$ cat src/rtl/pe_incha_sched.sv
// pe_incha_sched: sequences a single-MAC input-channel-serial PE, output channel outer loop, input channel inner loop.
module pe_incha_sched #(
    parameter int IN_CHANNEL  = 16,
    parameter int OUT_CHANNEL = 16,
    parameter int MAC_LATENCY = 3,
    parameter int PIX_WIDTH   = 16,
    localparam int ICW = IN_CHANNEL > 1 ? $clog2(IN_CHANNEL) : 1,
    localparam int OCW = OUT_CHANNEL > 1 ? $clog2(OUT_CHANNEL) : 1,
    localparam int AW  = IN_CHANNEL * OUT_CHANNEL > 1 ? $clog2(IN_CHANNEL * OUT_CHANNEL) : 1
) (
    input  logic                 clk,
    input  logic                 rst_n,
    input  logic                 i_start,
    input  logic [PIX_WIDTH-1:0] i_num_pixels,
    input  logic                 i_pix_valid,
    output logic                 o_pix_ack,
    input  logic                 i_out_ready,
    output logic                 o_mac_valid,
    output logic                 o_acc_first,
    output logic                 o_acc_last,
    output logic [ICW-1:0]       o_ic,
    output logic [OCW-1:0]       o_oc,
    output logic [AW-1:0]        o_w_addr,
    output logic                 o_busy,
    output logic                 o_done
);
    localparam int DW = MAC_LATENCY > 1 ? $clog2(MAC_LATENCY) : 1;

    typedef enum logic [2:0] {IDLE, WAIT, RUN, DRAIN, DONE} state_t;

    state_t               state;
    logic [PIX_WIDTH-1:0] num_pix;
    logic [PIX_WIDTH-1:0] pix_cnt;
    logic [DW-1:0]        dcnt;
    logic                 ic_wrap;
    logic                 op_final;
    logic [ICW-1:0]       ic_nxt;
    logic [OCW-1:0]       oc_nxt;

    always_comb begin
        ic_wrap  = o_ic == ICW'(IN_CHANNEL - 1);
        op_final = ic_wrap && o_oc == OCW'(OUT_CHANNEL - 1);
        ic_nxt   = ic_wrap ? '0 : o_ic + ICW'(1);
        oc_nxt   = ic_wrap ? o_oc + OCW'(1) : o_oc;
    end

    always_ff @(posedge clk or negedge rst_n) begin
        if (!rst_n) begin
            state       <= IDLE;
            num_pix     <= '0;
            pix_cnt     <= '0;
            dcnt        <= '0;
            o_pix_ack   <= 1'b0;
            o_mac_valid <= 1'b0;
            o_acc_first <= 1'b0;
            o_acc_last  <= 1'b0;
            o_ic        <= '0;
            o_oc        <= '0;
            o_w_addr    <= '0;
            o_busy      <= 1'b0;
            o_done      <= 1'b0;
        end else begin
            o_pix_ack   <= 1'b0;
            o_mac_valid <= 1'b0;
            o_acc_first <= 1'b0;
            o_acc_last  <= 1'b0;
            o_done      <= 1'b0;
            case (state)
                IDLE: if (i_start) begin
                    num_pix <= i_num_pixels;
                    pix_cnt <= '0;
                    o_busy  <= 1'b1;
                    state   <= i_num_pixels == '0 ? DONE : WAIT;
                end
                WAIT: if (i_pix_valid && i_out_ready) begin
                    state       <= RUN;
                    o_mac_valid <= 1'b1;
                    o_ic        <= '0;
                    o_oc        <= '0;
                    o_w_addr    <= '0;
                    o_acc_first <= 1'b1;
                    o_acc_last  <= IN_CHANNEL == 1;
                    o_pix_ack   <= IN_CHANNEL * OUT_CHANNEL == 1;
                end
                RUN: if (op_final) begin
                    state <= DRAIN;
                    dcnt  <= '0;
                end else begin
                    o_mac_valid <= 1'b1;
                    o_ic        <= ic_nxt;
                    o_oc        <= oc_nxt;
                    o_w_addr    <= o_w_addr + AW'(1);
                    o_acc_first <= ic_wrap;
                    o_acc_last  <= ic_nxt == ICW'(IN_CHANNEL - 1);
                    o_pix_ack   <= ic_nxt == ICW'(IN_CHANNEL - 1) && oc_nxt == OCW'(OUT_CHANNEL - 1);
                end
                DRAIN: if (dcnt == DW'(MAC_LATENCY - 1)) begin
                    pix_cnt <= pix_cnt + PIX_WIDTH'(1);
                    if (pix_cnt + PIX_WIDTH'(1) == num_pix) begin
                        state  <= DONE;
                        o_done <= 1'b1;
                    end else begin
                        state <= WAIT;
                    end
                end else begin
                    dcnt <= dcnt + DW'(1);
                end
                // an empty frame arrives here with o_done low and spends one extra cycle raising it
                DONE: begin
                    o_done <= ~o_done;
                    if (o_done) begin
                        state  <= IDLE;
                        o_busy <= 1'b0;
                    end
                end
                default: state <= IDLE;
            endcase
        end
    end
endmodule

$ cat config.mk
export PLATFORM = sky130hd
export DESIGN_NAME = pe_incha_sched
export DESIGN_NICKNAME = d
export VERILOG_FILES = /design/src/rtl/pe_incha_sched.sv
export SDC_FILE = /design/constraint.sdc
export NUM_CORES = 1
export LEC_CHECK = 0
export CAP_MARGIN = 15
export CORE_MARGIN = 2
export CORE_UTILIZATION = 55
export DETAILED_ROUTE_END_ITERATION = 6
export PLACE_DENSITY = 0.81
export SLEW_MARGIN = 0
export SYNTH_ARGS = -nofsm -noshare
export SYNTH_HDL_FRONTEND = slang
export SYNTH_SLANG_ARGS = --single-unit
$ cat constraint.sdc
create_clock -name clk -period 3.1 [get_ports clk]
set_clock_uncertainty 0.1 [all_clocks]
set_input_delay 0.465 -clock clk [delete_from_list [all_inputs] [get_ports clk]]
set_output_delay 0.465 -clock clk [all_outputs]
set_load 0.05 [all_outputs]
# Word-level counts from Yosys, hierarchy flattened
# Index checks and enable logic that the tools add are counted.
# word_totals
regBits,59
out_inout_bits,22
# classes
addsub,5
eq_ne,17
mux,39
bitwise,1
reduce_logical,15
# op_table
operator,n
$mux W16,2
$pmux W16 S2,1
$mux W3,7
$mux W4,5
$add A16 B1 Y16 const B,1
$eq A16 B16 Y1,1
$eq A4 B4 Y1 const B,4
$logic_not A16 Y1,1
$mux W8,2
$pmux W4 S2,2
$pmux W8 S2,1
$pmux W3 S5,1
$ne A2 B2 Y1 const B,7
$reduce_and A3 Y1,4
$mux W1,11
$add A4 B1 Y4 const B,2
$add A8 B1 Y8 const B,1
$pmux W1 S2,4
$reduce_bool A2 Y1,4
$eq A3 B2 Y1 const B,2
$reduce_and A5 Y1,1
$mux W2,2
$pmux W2 S2,1
$eq A3 B1 Y1 const B,1
7 further kinds,9

# Logic depth before layout (Yosys ltp)
# Gate-level depths: netlist of the first run.
# depth
ltp_word,6
mapped_depth,8

# Least setup slack after synthesis of the first run
# Ideal clock, no wire load.
# synth_timing
path_kind,reg2reg
start,register pix_cnt[0]
end,register state[0]
arrival_ns,2.015
required_time_ns,2.880
path_slack_ns,0.865
path_stages_with_launch,9
synth_period_minus_slack_ns,2.235
cell_sequence,dfrtp_1 > ha_1 > clkbuf_1 > nand2_1 > nor4_1 > xnor2_1 > o21a_1 > nand4_1 > a41o_1
# synth_via
elab_chain_len,5
# synth_lines
item,line,text
from (decl),33,logic [PIX_WIDTH-1:0] pix_cnt;
from (signal assigned),98,pix_cnt <= pix_cnt + PIX_WIDTH'(1);
$add A16 B1 Y16,99,if (pix_cnt + PIX_WIDTH'(1) == num_pix) begin
$eq A16 B16 Y1,99,
$mux W3,99,
$mux W3,97,DRAIN: if (dcnt == DW'(MAC_LATENCY - 1)) begin
$pmux W3 S5,68,case (state)
to (signal assigned),73,state <= i_num_pixels == '0 ? DONE : WAIT;
to (decl),31,state_t state;
# Every way passes these cells. The select of a mux whose other input is x is not followed.
# A chain may end at the register's enable or synchronous reset.

# Worst setup path in the final report of the first run
# Same ends and word-level chain as after synthesis.

==> metrics.csv, run 1 <==
stage,metric,value,unit
clocking,Num CTS Buffers,9,
timing,fin. max-slew vios,0,
synthesis,"FFs w/ async S/R, synth",100,%
grt,largest net degree at the start of global routing,22,
power_and_ir_drop,overall power,3020,uW
setup_path,Worst setup SP type,flip-flop,
die,# IOs,43,
finish,ratio of cells with drive above 1 in the final layout,10.3,%
grt,grt ovf,0,
finish,synth-to-layout area growth,20.1,%
power_and_ir_drop,Max rail drop VDD,0.000460,V
synthesis,synth unique cells,55,
timing,Final setup viols,0,
die,Die Wd,82.0,um
timing,hold slack,-0.0118,ns
power_and_ir_drop,LEAKAGE,0.00171,uW
grt,GRT met2 Usage,46.4,%
grt,first-pass GRT wire length,13.6,mm
worst_hold_path,worst hold path type,input pin to async pin,
clocking,clk_lat worst skew,0.33,ns
setup_path,CP Data Required Time,3.22,ns
clocking,Resized cells post-CTS,0,
setup_path,critical path cell sequence,ha_1 -> nand2_1 -> nor4_1 -> xnor2_1 -> o21a_1 -> nand4_1 -> a41o_1,
clocking,CTS tree,yes,
placement,I/O Buffers,42,
synthesis,mux share of post-synthesis cell area,6.25,%
synthesis,post-synthesis xor/xnor area fraction,6.70,%
setup_path,critical path capture point type,flip-flop,
routing,DRC,0,
routing,via count,2977,
routing,final wirelength,8.24,mm
setup_path,Slowest cell on crit path,nor4_1,
synthesis,Yosys top cell area share,44.2,%
routing,post-DR wirelength/cell,17.3,um
finish,# fillers,447,
timing,fin crit period,2.63,ns
routing,post-route ant nets,0,
routing,drt first pass iters,5,
grt,GR peak layer,met2,
timing,RSZ-0062 raised after global routing,false,
finish,final core utilization,68.2,%
placement,dpl hpwl,5.88,mm
die,Core Rows,28,
clocking,H-tree depth,3,
die,Die Y,82.0,um
clocking,number of buffers added for setup after CTS,0,
synthesis,Syn Std Cell Area,0.00334,sq mm
finish,ANT cells,0,
synthesis,Post-Syn Instances,353,
synthesis,simple-gate share of the synthesized area,22.9,%
timing,Fin. Hold Viols,9,
synthesis,adder-cell share of the synthesized area,2.25,%
setup_path,CP peak stage delay,0.66,ns
synthesis,largest family of logic cells by synthesized area,simple AND/OR/NAND/NOR gates,
die,full die area,0.00672,sq mm
routing,DRT iter0 DRCs,197,
synthesis,"Seq/Total Area, Yosys",44.2,%
finish,nets,423,
setup_path,worst-path fanout max,8,
setup_path,Worst Path Buf+Inv,0,
grt,met3 Use GR,6.70,%
run_status,failing checks,hold timing,
power_and_ir_drop,power density over the cells,752,mW/mm^2
setup_path,WP depth,7,
synthesis,syn avg cell area,9.47,sq um
timing,Worst Max-Slew Pin Slew,0.847,ns
grt,vias in the first global route,2854,
synthesis,"EDFF count, synth",0,
synthesis,Synth Net Count,380,
setup_path,critical path's top delay family,simple AND/OR/NAND/NOR gates,
timing,Max Fclk,381,MHz
synthesis,Yosys reg bits,59,
run_status,status,"finished, violations left",
synthesis,synth warn,0,
timing,Setup TNS,0,ns
synthesis,ys flop type,dfrtp_1,
timing,fin crit share,84.8,%
synthesis,leading post-synthesis cells by cell area,"dfrtp_1 (44%), o21ai_0 (6.0%), mux2_2 (5.1%)",
setup_path,Worst Setup Path Type,flip-flop to flip-flop,
finish,final instance area,0.00401,sq mm
clocking,CTS max path bufs,2,
job,max cap viols,0,
synthesis,Synth area leader,dfrtp_1,
grt,met1 GRT Util,31.6,%
timing,Slew HR,43.4,%
grt,GRT Overall Usage,26.9,%
clocking,clk root buf,clkbuf_8,
setup_path,worst-case reg-to-reg path depth,7,
synthesis,Synth Area in Compound Gates,14.7,%
clocking,Worst-path clk slew,0.06,ns
placement,placed cell area,0.00382,sq mm
die,Initial Util,56.8,%
grt,initial antenna violation count,0,
clocking,Post-CTS Hold Buffers,0,
die,Core Region,0.00589,sq mm
routing,post-DR vias/cell,6.27,
clocking,Num Clock Sinks,59,
setup_path,CP arrival,2.75,ns
placement,Routability Congestion,0.913,
## cell type report
type | instances | area, sq um | area share (%)
multi-input cells | 271 | 1770 | 44.0
flip-flops and latches | 59 | 1480 | 36.8
repair buffers | 47 | 453 | 11.3
clock buffers | 13 | 159 | 3.96
well taps | 75 | 93.8 | 2.34
clock inverters | 2 | 35.0 | 0.873
inverters | 8 | 30.0 | 0.748
## synth_stat cells (2+ instances only)
| library cell | count |
|---|---|
| a21oi_1 | 7 |
| a22o_1 | 2 |
| a2bb2oi_1 | 4 |
| a31oi_1 | 2 |
| and2_0 | 2 |
| and3_1 | 7 |
| buf_2 | 5 |
| buf_4 | 2 |
| clkbuf_1 | 8 |
| dfrtp_1 | 59 |
| ha_1 | 6 |
| inv_1 | 8 |
| mux2_2 | 15 |
| mux2i_1 | 4 |
| nand2_1 | 34 |
| nand2b_1 | 4 |
| nand3_1 | 23 |
| nand3b_1 | 2 |
| nand4_1 | 10 |
| nor2_1 | 32 |
| nor2b_1 | 5 |
| nor3_1 | 3 |
| nor3b_1 | 2 |
| nor4_1 | 7 |
| o21ai_0 | 40 |
| o31ai_1 | 8 |
| o41ai_1 | 2 |
| or3_1 | 2 |
| xnor2_1 | 11 |
| xor2_1 | 12 |
## report_power, final
part / switching (uW) / internal [uW]
clock: 290 / 410
sequential: 225 / 962
combinational: 629 / 500
## cells in the final DEF, fill, tap and decap left out, types with 3 or more instances in the layout
master / n
nand3_1: 23
nand4_1: 10
mux2_2: 15
o21ai_0: 40
nor4_1: 7
nand2_1: 34
nand2b_1: 4
o31ai_1: 8
mux2i_1: 4
nor2_1: 32
clkdlybuf4s50_1: 41
nor2b_1: 5
xnor2_1: 11
dfrtp_1: 59
buf_4: 5
and3_1: 7
inv_1: 8
nor3_1: 3
ha_1: 6
clkbuf_8: 11
a21oi_1: 7
xor2_1: 12
a2bb2oi_1: 4
## final timing paths
| kind | start | end | slack (ns) |
|---|---|---|---|
| max | pix_cnt[0] | state[0] | 0.47 |
| max in group asynchronous | rst_n | pix_cnt[2] | 2.23 |
| min | rst_n | num_pix[5] | -0.01 |
| max reg2reg | pix_cnt[0] | state[0] | 0.47 |
| min reg2reg | dcnt[0] | dcnt[0] | 0.40 |
| min in group clk | dcnt[0] | dcnt[0] | 0.40 |
## sequential cells by signal, indices dropped and copies added (netlist names), 2 cells and up
register  cells
o_ic          4
num_pix      16
o_oc          4
o_w_addr      8
state         3
dcnt          2
pix_cnt      16
## metal layers
metal  wire length [um]  share of wire [%]
met1               3330                 40
met2               4270                 52
met3                457                5.5
met4                187                2.3
met5                  0                  0
## per-stage QoR
stage / cells / worst slack, ns
finish: 475 / 0.472
global route: 475 / 0.299
CTS: 475 / 0.533
detailed placement: 460 / 0.649
global placement: 460 / 0.698
floorplan: 353 / 0.865
## cell families (layout without fill, tap and decap cells)
kind of cell	after synthesis	after routing
AOI/OAI and AO/OA	78	78
buffers and inverters	23	70
DFF	59	59
xor gates and xnor gates	24	24
muxes	19	19
adders and majority gates	6	6
and+or+nand+nor	144	144
Note: power is estimated with default switching activity, not from simulation.
==> inputs of run 2 (changes only) <==
==> constraint.sdc (replaced) <==
create_clock -name clk -period 2.6 [get_ports clk]
set_clock_uncertainty 0.1 [all_clocks]
set_input_delay 0.39 -clock clk [delete_from_list [all_inputs] [get_ports clk]]
set_output_delay 0.39 -clock clk [all_outputs]
set_load 0.05 [all_outputs]
==> run 2 against run 1 <==
  * The run now ends clean
  * Via count shrank 5.3%
  * Critical path depth is the same
  * Worst hold slack gained 0.11 ns
  * Highest routed layer unchanged
==> metrics.csv, run 2 (synthesis gave the netlist of run 1 again) <==
stage,metric,value,unit,change
run_status,status,"complete, no violations",,
finish,multi-input logic area,0.00177,sq mm,unchanged
finish,nets,427,,+0.95%
grt,initial antenna violation count,0,,unchanged
die,Initial Util,56.8,%,unchanged
power_and_ir_drop,power density over the cells,864,mW/mm^2,+15%
setup_path,worst-path fanout max,8,,unchanged
finish,"commonest cells after routing, fill and taps aside","dfrtp_1 (59), clkdlybuf4s50_1 (41), o21ai_0 (40), nand2_1 (34), nor2_1 (32)",,
grt,first-pass GRT wire length,12.6,mm,-6.8%
finish,"commonest non-fill, non-tap cell in the layout",dfrtp_1,,
clocking,clk root buf,clkbuf_8,,
routing,post-DR vias/cell,5.89,,-6.1%
finish,# fillers,448,,+0.22%
finish,Storage cell area,0.00148,sq mm,unchanged
finish,ratio of cells with drive above 1 in the final layout,11.6,%,+1.4 points
clocking,H-tree depth,3,,unchanged
clocking,Num Clock Sinks,59,,unchanged
routing,via count,2820,,-5.3%
finish,Post-Layout Cell Count,479,,+0.84%
timing,Final setup viols,0,,unchanged
placement,Placement Setup Slack,0.205,ns,-0.444 ns
placement,I/O Buffers,42,,unchanged
timing,Fin. Hold Viols,0,,-9
die,full die area,0.00672,sq mm,unchanged
setup_path,Worst setup SP type,flip-flop,,
setup_path,Worst R2R Setup Slack,0.21,ns,-0.27 ns
die,Core Rows,28,,unchanged
timing,fin. max-slew vios,0,,unchanged
clocking,Worst-path clk slew,0.07,ns,about the same
routing,final wirelength,7.64,mm,-7.3%
routing,drt first pass iters,5,,unchanged
timing,Max Fclk,418,MHz,+9.8%
die,Die Wd,82.0,um,unchanged
grt,GRT Overall Usage,25.0,%,-1.9 points
timing,fin crit share,92.1,%,+7.3 points
die,# IOs,43,,unchanged
routing,post-DR wirelength/cell,15.9,um,-8.1%
power_and_ir_drop,Max rail drop VDD,0.000616,V,+34%
die,Die Y,82.0,um,unchanged
timing,RSZ-0062 raised after global routing,false,,
finish,biggest regs,"num_pix x16, pix_cnt x16, o_w_addr x8",,
clocking,CTS max path bufs,2,,unchanged
grt,vias in the first global route,2694,,-5.6%
timing,fin crit period,2.39,ns,-0.234 ns
placement,dpl cells,464,,+0.87%
worst_hold_path,worst hold path type,input pin to async pin,,
grt,grt ovf,0,,unchanged
timing,Slew HR,51.1,%,+7.7 points
clocking,Post-CTS Hold Buffers,0,,unchanged
placement,dpl hpwl,5.54,mm,-5.9%
power_and_ir_drop,LEAKAGE,0.00171,uW,+0.25%
finish,ANT cells,0,,unchanged
timing,hold slack,0.0999,ns,+0.112 ns
routing,DRT iter0 DRCs,217,,+10%
setup_path,CP Data Required Time,2.74,ns,-0.48 ns
timing,Worst Max-Slew Pin Slew,0.733,ns,-0.114 ns
timing,Setup TNS,0,ns,unchanged
routing,DRC,0,,unchanged
clocking,clk_lat worst skew,0.34,ns,about the same
grt,largest net degree at the start of global routing,60,,+170%
timing,Worst Slack Setup Final,0.206,ns,-0.266 ns
setup_path,critical path capture point type,flip-flop,,
setup_path,CP arrival,2.53,ns,-0.22 ns
clocking,Resized cells post-CTS,0,,unchanged
job,max cap viols,0,,unchanged
clocking,CTS tree,yes,,
placement,Routability Congestion,0.881,,-3.5%
setup_path,Worst Setup Path Type,flip-flop to flip-flop,,
die,Core Region,0.00589,sq mm,unchanged
routing,post-route ant nets,0,,unchanged
finish,synth-to-layout area growth,20.2,%,about the same
clocking,Num CTS Buffers,9,,unchanged
clocking,number of buffers added for setup after CTS,0,,unchanged
## run 2: cell types whose count changed in the layout (fill, tap and decap cells not counted), sizes merged
cell / previous run / this run
buf: 6 / 10
clkbuf: 13 / 10
clkinv: 1 / 3
clkinvlp: 0 / 2
bufinv: 1 / 0
## run 2: path summary, 6_finish.rpt
| kind | cells after the start | to | startpoint |
|---|---|---|---|
| worst max-delay path | 7 | state[0] | pix_cnt[0] |
| worst min-delay path | 2 | pix_cnt[3] | rst_n |
| worst max register to register | 7 | state[0] | pix_cnt[0] |
| worst min register to register | 1 | dcnt[0] | dcnt[0] |
| max in group asynchronous | 2 | o_pix_ack | rst_n |
| min in group clk | 1 | dcnt[0] | dcnt[0] |
## run 2: cell type report
cell class	count	share of cell area [%]
timing repair buffer	51	12.0
clock buffer	10	3.43
clock inverter	5	0.747
multi-input combinational	271	44.0
tap	75	2.34
inverter	8	0.747
sequential	59	36.7
## run 2: where the power goes
part / internal, uW / total, uW / switching (uW)
Clock: 360 / 725 / 365
Sequential: 1150 / 1410 / 259
Combinational: 610 / 1340 / 728
Total: 2120 / 3470 / 1350
## run 2: critical path, stage by stage (launching register included)
cell and delay [ns]:
dfrtp_1 0.45, ha_1 0.32, nand2_1 0.16, nor4_1 0.52
xnor2_1 0.21, o21a_1 0.16, nand4_1 0.11, a41o_1 0.25
## run 2: per-layer routing
metal	global-route usage [%]	vias to the layer above	share of wire, %
met4	12.0	0	2.2
li1	-	1382	-
met1	31.3	1345	44
met5	0	-	0
met2	42.2	79	50
met3	3.96	14	4.2
## run 2: per-stage QoR
step                      total power (uW)  instance area [sq um]  util, %
after floorplan                       2350                   3340        -
after global placement                2720                   3850     65.4
after detailed placement              2750                   3850     65.4
after CTS                             3480                   4020     68.3
after global routing                  3690                   4020     68.3
final                                 3470                   4020     68.3
==> inputs of run 3 (changes only) <==
--- a/config.mk
+++ b/config.mk
@@ -7,9 +7,10 @@
 export LEC_CHECK = 0
 export CAP_MARGIN = 15
 export CORE_MARGIN = 2
-export CORE_UTILIZATION = 55
+export CORE_UTILIZATION = 57
+export CTS_BUF_LIST = sky130_fd_sc_hd__clkbuf_4 sky130_fd_sc_hd__clkbuf_8
 export DETAILED_ROUTE_END_ITERATION = 6
-export PLACE_DENSITY = 0.81
+export PLACE_DENSITY = 0.84
 export SLEW_MARGIN = 0
 export SYNTH_ARGS = -nofsm -noshare
 export SYNTH_HDL_FRONTEND = slang
==> run 3 against run 2 <==
  * Non-clock buffer count stayed put
  * Clock power grew 30%
  * Critical path depth down 1
  * Largest power group unchanged
  * Worst setup slack worse by 0.033 ns
  * Count of clock-buffer cells in the layout did not move
  * Largest cell class unchanged
  * Sequential share of layout area shrank 0.47 points
  * Power increased by 8.2%
  * First-iteration DRC count up 31%
  * Sequential cell count unchanged
==> metrics.csv, run 3 (synthesis gave the netlist of run 1 again) <==
stage,metric,value,unit,change
run_status,status,"complete, no violations",,
power_and_ir_drop,Max rail drop VDD,0.000569,V,-7.6%
clocking,CTS tree,yes,,
die,Core Region,0.00557,sq mm,-5.3%
timing,RSZ-0062 raised after global routing,false,,
setup_path,worst reg2reg path startpoint,pix_cnt[4],,
die,Die Y,80.6,um,-1.7%
clocking,Post-CTS Hold Buffers,0,,unchanged
setup_path,critical path's top delay family,simple AND/OR/NAND/NOR gates,,
timing,Worst Slack Setup Final,0.173,ns,-0.0330 ns
placement,I/O Buffers,42,,unchanged
worst_hold_path,worst hold path type,input pin to async pin,,
clocking,Num CTS Buffers,9,,unchanged
clocking,clk root buf,clkbuf_8,,
placement,Placement Setup Slack,0.145,ns,-0.0596 ns
placement,dpl hpwl,5.71,mm,+3.1%
routing,via count,2970,,+5.3%
timing,Max Fclk,412,MHz,-1.4%
finish,"commonest cells after routing, fill and taps aside","dfrtp_1 (59), clkdlybuf4s50_1 (41), o21ai_0 (40), nand2_1 (34), nor2_1 (32)",,
grt,vias in the first global route,2735,,+1.5%
setup_path,Worst Setup Path Type,flip-flop to flip-flop,,
finish,ratio of cells with drive above 1 in the final layout,12.1,%,+0.50 points
grt,grt ovf,0,,unchanged
placement,Routability Congestion,0.975,,+11%
clocking,clk_lat worst skew,0.34,ns,about the same
setup_path,CP arrival,2.55,ns,+0.02 ns
clocking,Worst-path clk slew,0.07,ns,about the same
routing,DRC,0,,unchanged
timing,fin. max-slew vios,0,,unchanged
timing,Slew HR,49.8,%,-1.3 points
setup_path,CP Data Required Time,2.73,ns,about the same
setup_path,critical path cell sequence,nand4_4 -> nor4_1 -> xnor2_1 -> o2111a_1 -> nand4_1 -> a41o_1,,
power_and_ir_drop,Switch Pwr,1430,uW,+6.0%
die,Initial Util,60.0,%,+3.2 points
power_and_ir_drop,Combinational Power Share,36.9,%,-1.7 points
finish,biggest regs,"num_pix x16, pix_cnt x16, o_w_addr x8",,
timing,Final setup viols,0,,unchanged
die,# IOs,43,,unchanged
power_and_ir_drop,LEAKAGE,0.00174,uW,+1.3%
setup_path,worst-case reg-to-reg path depth,6,,-1
die,Core Rows,27,,-3.6%
grt,met1 GRT Util,42.0,%,+11 points
routing,post-DR vias/cell,6.24,,+6.0%
setup_path,Worst R2R Setup Slack,0.17,ns,-0.03 ns
finish,synth-to-layout area growth,21.7,%,
finish,ANT cells,0,,unchanged
timing,Fin. Hold Viols,0,,unchanged
timing,fin crit period,2.43,ns,+0.0330 ns
routing,post-DR wirelength/cell,17.5,um,+9.6%
timing,hold slack,0.0941,ns,-0.00578 ns
setup_path,worst-path fanout max,11,,+3
grt,GRT met2 Usage,43.8,%,+1.6 points
timing,Setup TNS,0,ns,unchanged
clocking,CTS max path bufs,2,,unchanged
setup_path,Worst Path Buf+Inv,0,,unchanged
timing,fin crit share,93.4,%,+1.3 points
grt,met3 Use GR,5.39,%,+1.4 points
die,full die area,0.00649,sq mm,-3.3%
power_and_ir_drop,Switching Fraction,38.2,%,-0.79 points
job,max cap viols,0,,unchanged
grt,first-pass GRT wire length,14.1,mm,+11%
routing,final wirelength,8.32,mm,+8.9%
routing,drt first pass iters,5,,unchanged
grt,initial antenna violation count,0,,unchanged
routing,DRT iter0 DRCs,285,,+31%
setup_path,Worst setup SP type,flip-flop,,
grt,largest net degree at the start of global routing,60,,unchanged
timing,Worst Max-Slew Pin Slew,0.753,ns,+0.0200 ns
grt,GR peak layer,met2,,
grt,GRT Overall Usage,28.7,%,+3.6 points
clocking,Resized cells post-CTS,0,,unchanged
finish,nets,427,,unchanged
clocking,number of buffers added for setup after CTS,0,,unchanged
die,Die Wd,80.6,um,-1.7%
finish,final core utilization,73.0,%,+4.8 points
finish,"commonest non-fill, non-tap cell in the layout",dfrtp_1,,
clocking,Num Clock Sinks,59,,unchanged
clocking,H-tree depth,3,,unchanged
setup_path,Slowest cell on crit path,nor4_1,,
power_and_ir_drop,power density over the cells,922,mW/mm^2,+6.8%
routing,post-route ant nets,0,,unchanged
power_and_ir_drop,clock power share,25.2,%,+4.3 points
power_and_ir_drop,Seq pwr share,37.9,%,-2.6 points
setup_path,reg2reg end,state[0],,
power_and_ir_drop,Pint,2320,uW,+9.6%
setup_path,critical path capture point type,flip-flop,,
setup_path,CP peak stage delay,0.61,ns,+0.09 ns
-- run 3: metal layers --
layer	vias to the layer above	wire, um
met5	-	0
met4	0	86
met3	9	626
met2	143	3940
met1	1443	3660
li1	1375	-
-- run 3: layout make-up --
type	count	area, sq um
clock buffers	10	138
multi-input cells	271	1780
fillers	417	1500
repair buffers	51	483
flip-flops and latches	59	1480
well taps	72	90.1
clock inverters	5	77.6
inverters	8	30.0
-- run 3: how the worst max path moves through the flow --
stage | endpoint | cells after the start | from | slack (ns)
after floorplan | state[0] | 8 | pix_cnt[0] | 0.37
after global placement | state[0] | 7 | pix_cnt[0] | 0.31
after detailed placement | state[0] | 7 | pix_cnt[0] | 0.15
after CTS | state[0] | 7 | pix_cnt[0] | 0.11
after global routing | state[0] | 6 | pix_cnt[4] | 0.04
final | state[0] | 6 | pix_cnt[4] | 0.17
-- run 3: worst reg2reg max path: stages (launching register included) --
cell and delay (ns):
dfrtp_1 0.56, nand4_4 0.25, nor4_1 0.61, xnor2_1 0.20
o2111a_1 0.22, nand4_1 0.11, a41o_1 0.27
-- run 3: per-stage QoR --
step                      cell area, sq um  instances  power, uW
after floorplan                       3340        353       2350
after global placement                3850        461       2720
final                                 4070        476       3750
after global routing                  4070        476       3960
after detailed placement              3850        461       2780
after CTS                             4060        476       3740
-- run 3: power by group through the flow --
stage	combinational (uW)	sequential [uW]	clock, uW
4_1_cts	1370	1420	949
6_report	1390	1420	945
3_3_place_gp	1320	1410	0
2_1_floorplan	863	1490	0
3_5_place_dp	1350	1430	0
5_1_grt	1510	1460	992
